[config.mk]
export PLATFORM = sky130hd
export DESIGN_NAME = wave_display
export DESIGN_NICKNAME = d
export VERILOG_FILES = /design/src/rtl/wave_display_pkg.sv /design/src/rtl/wave_line_hit.sv /design/src/rtl/wave_display.sv
export SDC_FILE = /design/constraint.sdc
export NUM_CORES = 1
export LEC_CHECK = 0
export CORE_MARGIN = 2
export CORE_UTILIZATION = 43
export DETAILED_ROUTE_END_ITERATION = 10
export HOLD_SLACK_MARGIN = 0.08
export PLACE_DENSITY = 0.7
export SLEW_MARGIN = 20
export SYNTH_ARGS = -nofsm -noshare
export SYNTH_HDL_FRONTEND = slang
export SYNTH_HIERARCHICAL = 1
export SYNTH_SLANG_ARGS = --single-unit
[constraint.sdc]
create_clock -name clk -period 9.35 [get_ports clk]
set_input_delay 1.4025 -clock clk [delete_from_list [all_inputs] [get_ports clk]]
set_output_delay 1.4025 -clock clk [all_outputs]
set_load 0.02 [all_outputs]
[src/rtl/wave_display_pkg.sv]
// wave_display_pkg: shared window bounds, colours and pipeline types for the waveform display
package wave_display_pkg;
  localparam logic [1:0] WIN_X_SEL = 2'b01;
  localparam logic [7:0] COL_LIT = 8'hFF;
  localparam logic [7:0] COL_GRID = 8'h40;
  localparam logic [7:0] COL_OFF = 8'h00;
  localparam int LATENCY = 2;
  typedef struct packed {
    logic valid;
    logic win;
    logic [7:0] row;
    logic [7:0] sample;
  } s1_t;
  function automatic logic in_window(input logic [1:0] x_hi, input logic y_hi);
    return x_hi == WIN_X_SEL && !y_hi;
  endfunction
endpackage

[src/rtl/wave_line_hit.sv]
// wave_line_hit: true when row lies within the inclusive span between two plotted rows
module wave_line_hit (
  input  logic [7:0] row_i,
  input  logic [7:0] a_i,
  input  logic [7:0] b_i,
  output logic       hit_o
);
  logic [7:0] lo, hi;
  assign lo = (a_i < b_i) ? a_i : b_i;
  assign hi = (a_i < b_i) ? b_i : a_i;
  assign hit_o = row_i >= lo && row_i <= hi;
endmodule

[src/rtl/wave_display.sv]
// wave_display: plots 256 captured samples as a connected line; WAVE_DISPLAY_GRID_EN adds a dim grid
module wave_display
  import wave_display_pkg::*;
(
  input  logic        clk,
  input  logic        reset,
  input  logic [10:0] x,
  input  logic [9:0]  y,
  input  logic        valid,
  input  logic        read_index,
  output logic [8:0]  read_address,
  input  logic [7:0]  read_value,
  output logic        valid_pixel,
  output logic [7:0]  r,
  output logic [7:0]  g,
  output logic [7:0]  b,
  output logic        wave_display_idle
);
  logic latched_q, idx, frame_start, hit_raw, hit, valid_pixel_q, idle_q, unused_bits;
  logic [7:0] prev_v_q, last_v_q, last_sample_q, v, pv, col_q, col_d;
  s1_t s1_q, s1_d;
  assign unused_bits = ^{x[0], y[0]};
  assign frame_start = valid && x == 11'd0 && y == 10'd0;
  // the frame-start pixel already reads from the newly frozen half
  assign idx = frame_start ? read_index : latched_q;
  assign read_address = {idx, x[8:1]};
  assign s1_d = '{valid: valid, win: in_window(x[10:9], y[9]), row: y[8:1], sample: x[8:1]};
  assign v = 8'd255 - read_value;
  // first pixel of a new sample takes the previous sample's v; sample 0 never joins sample 255
  assign pv = s1_q.sample == 8'd0 ? v : (s1_q.sample != last_sample_q) ? last_v_q : prev_v_q;
  wave_line_hit u_hit (.row_i(s1_q.row), .a_i(pv), .b_i(v), .hit_o(hit_raw));
  assign hit = s1_q.win && hit_raw;
`ifdef WAVE_DISPLAY_GRID_EN
  logic grid_q;
  always_ff @(posedge clk)
    if (reset) grid_q <= 1'b0;
    else grid_q <= in_window(x[10:9], y[9]) && (x[5:0] == 6'd0 || y[4:0] == 5'd0);
  assign col_d = !s1_q.valid ? COL_OFF : hit ? COL_LIT : grid_q ? COL_GRID : COL_OFF;
`else
  assign col_d = (s1_q.valid && hit) ? COL_LIT : COL_OFF;
`endif
  always_ff @(posedge clk) begin
    if (reset) begin
      latched_q <= 1'b0;
      s1_q <= '0;
      prev_v_q <= '0;
      last_v_q <= '0;
      last_sample_q <= '0;
      valid_pixel_q <= 1'b0;
      col_q <= COL_OFF;
      idle_q <= 1'b0;
    end else begin
      latched_q <= idx;
      s1_q <= s1_d;
      if (s1_q.valid && s1_q.win) begin
        last_sample_q <= s1_q.sample;
        last_v_q <= v;
        prev_v_q <= pv;
      end
      valid_pixel_q <= s1_q.valid;
      col_q <= col_d;
      idle_q <= valid && y[9];
    end
  end
  assign valid_pixel = valid_pixel_q;
  assign r = col_q;
  assign g = col_q;
  assign b = col_q;
  assign wave_display_idle = idle_q;
endmodule
==> flow_summary.toml <==
[sta]
hold_violations = 0
skew_ns = 0.006586
tightest_slew_ns = 0.9913
fmax_ghz = 0.2060
final_max_slew_viol_count = 0
fin_crit_sh_pct = 51.92
finalCriticalPeriod_ns = 4.855
final.setup.tns_ns = 0
finalSetupViolations = 0
slew_headroom_pct = 33.76
grt_setup_unrepaired = "false"

[yosys]
mappedNetlistArea_um2 = 2948
yosysWarningCount = 6
syn_area_per_cell_um2 = 8.619
synth_edf_count = 0
ys_types = 39
netlist.area_leader.share_pct = 31.24
yosysTopAreaCell = "dfxtp_1"
yosysSeqAreaShare_pct = 31.24
synth_area_leaders = "dfxtp_1, ha_1, buf_4"
synth_cells = 342
synth_ff_type = "dfxtp_1"
synth_seq_cells = 46
synth-async-reset-ratio_pct = 0
synth_fp_nets = 398

[placement]
placed_cells = 441
dp_hpwl_mm = 4.766
portBuffers = 67
dpl-instance-area_um2 = 3400
place.gp.congestion = 0.9310

[setup_path]
crit_start = "s1_q[7]"
rr_startpoint = "s1_q[7]"
slowest_delay_ns = 0.86
crit_type = "reg -> reg"
crit_arrival_ns = 5.10
r2r_cells = 14
required_ns = 9.60
worstPathCellList = "nor4_1 > nand2_1 > o211ai_1 > o221ai_1 > ha_1 > nand4_1 > o31ai_4 > mux2i_1 > ha_1 > nand4_1 > nor3_1 > nor2_1 > a211oi_1 > and2_1"
r2r_end = "b[6]"
worst-path-max-fanout = 32
critPathCaptureType = "register"
r2r_slack_ns = 4.50
cp-start-kind = "register"
cp_slowest_cell = "o31ai_4"

[route]
via_per_inst = 5.445
drc = 0
firstDrtPassIters = 4
drtIter0Drc = 88
final_antenna_net_count = 0
wl_per_cell_um = 14.38
routed_wl_mm = 6.458
vias = 2445

[floorplan]
num_rows = 30
pin_count = 68
die_h_um = 86.80
die_area_um2 = 7533
core_area_um2 = 6719
fp.dieW_um = 86.80
start_util_pct = 43.87

[global_routing]
grt_util_met2_pct = 32.76
grt_pass1_vias = 2349
grt_usage_pct = 17.96
grt_max_degree = 47
grt_pass1_wl_mm = 10.73
antenna_found_initial = 0
overflow = 0
gr-usage-met1_pct = 21.10
top_usage_layer = "met2"
grt_util_met3_pct = 4.190

[cells_and_area]
nNetsFinal = 424
drive_above_1_share_pct = 4.878
n_fill_cell = 639
fin_area_um2 = 3498
syn_to_final_growth_pct = 18.68
layoutNonFillerInstCount = 449
n_antenna_cell = 0

[clocking]
insertion_delay_ns = 0.31
path_clk_slew_ns = 0.09
ctsResizeCount = 0
clock-sinks = 46
ctsHoldBuffers = 0
post_cts_buffers = 0
cts_tree = "yes"
cts-buffers-inserted = 5
clk_path_buf_depth = 2
h-tree-depth = 2
cts.root.buffer_cell = "clkbuf_8"

[worst_hold_path]
whs_endpoint = "last_sample_q[5]"
whs_path_depth = 2
hp-start = "last_sample_q[5]"
holdCritPathClass = "reg -> reg"

[power]
ir_worst_vdd_uv = 76.63
power_density_nw_per_um2 = 119.7
p_leak_nw = 1.264

[outcome]
status = "complete, no violations"

[job]
max_cap_violations = 0
==> per-layer routing <==
layer | vias to the layer above | share of wire, % | wire length [µm]
li1 | 1235 | - | -
met1 | 1119 | 42 | 2718
met2 | 84 | 51 | 3281
met3 | 7 | 5.7 | 366
met4 | 0 | 1.4 | 92
met5 | - | 0 | 0
==> cell usage after synthesis, types with 11 or more instances <==
master,number
mux2i_1,14
clkbuf_1,11
nor2b_1,18
nor2_1,21
ha_1,23
o221ai_1,14
inv_1,17
buf_4,32
a21oi_1,27
dfxtp_1,46
nand2_1,40
==> report_power, final <==
part           total (W)  switching (W)  internal (W)
logic          0.0000812      0.0000438     0.0000374
registers       0.000205     0.00000396      0.000201
clock network   0.000133      0.0000721     0.0000609
total           0.000419       0.000120      0.000299
==> logic make-up after synthesis <==
logic type      count (synthesis)  synth area share [%]
compound gates                 78                 19.91
flops                          46                 31.24
fa+ha+maj                      23                 9.762
buf+inv                        67                 13.50
simple gates                  104                 17.70
mux                            16                 5.518
xor+xnor                        8                 2.377
==> worst max-delay path, delay by kind of cell (launching register included) <==
family	cells	cell delay [ns]
flip-flops	1	0.35
adder cells (fa/ha/maj)	2	0.74
multiplexers	1	0.22
AO/OA/AOI/OAI	4	1.56
AND/OR/NAND/NOR	7	1.91
==> state kept, by name, indices dropped and copies added, names as in the netlist <==
| signal | flops |
|---|---|
| s1_q | 18 |
| last_sample_q | 8 |
| last_v_q | 8 |
| prev_v_q | 8 |
| b | 1 |
| latched_q | 1 |
| valid_pixel | 1 |
| wave_display_idle | 1 |
==> stage by stage <==
stage / util [%] / hold WS [ns] / power (W) / setup WS (ns)
detailed placement: 50.60 / 0.4604 / 0.0002900 / 4.398
global placement: 50.60 / 0.4542 / 0.0002880 / 4.496
floorplan: - / 0.4488 / 0.0002621 / 5.474
finish: 52.07 / 0.4713 / 0.0004188 / 4.495
global route: 52.07 / 0.4830 / 0.0004417 / 4.066
CTS: 52.07 / 0.4737 / 0.0004218 / 4.536
==> worst max-delay path by stage <==
stage	end	cells past startpoint
4_1_cts	read_address[8]	6
3_3_place_gp	b[6]	12
3_5_place_dp	b[6]	12
6_report	b[6]	14
5_1_grt	b[6]	14
2_1_floorplan	b[6]	12
==> final cells by class <==
| class | instances | area, µm² | share of cell area, % |
|---|---|---|---|
| flip-flops and latches | 46 | 920.9 | 26.32 |
| repair buffers | 69 | 685.7 | 19.60 |
| multi-input cells | 229 | 1629 | 46.57 |
| clock buffers | 6 | 82.58 | 2.361 |
| inverters | 17 | 63.81 | 1.824 |
| well taps | 80 | 100.1 | 2.861 |
| clock inverters | 2 | 16.27 | 0.4649 |
==> layout by cell type (no fill, tap or decap), types with 2 or more instances in the layout <==
master           count
nand3_1              2
o221ai_1            14
nor3_1               3
nor4_1               5
nor4b_1              2
and2_1               4
o211ai_1             8
a22oi_1              8
o2111ai_1            8
nand4_2              2
mux2i_1             14
a21oi_1             27
dfxtp_1             46
inv_1               17
clkdlybuf4s50_1     67
nand4_1              2
o21ai_0              4
clkbuf_8             6
nor2_1              21
mux2_1               2
o21a_1               2
nand2_1             40
xnor2_1              8
buf_4                2
o221ai_2             2
ha_1                23
nor2b_1             18
No activity file was read; power rests on OpenSTA's default activity.
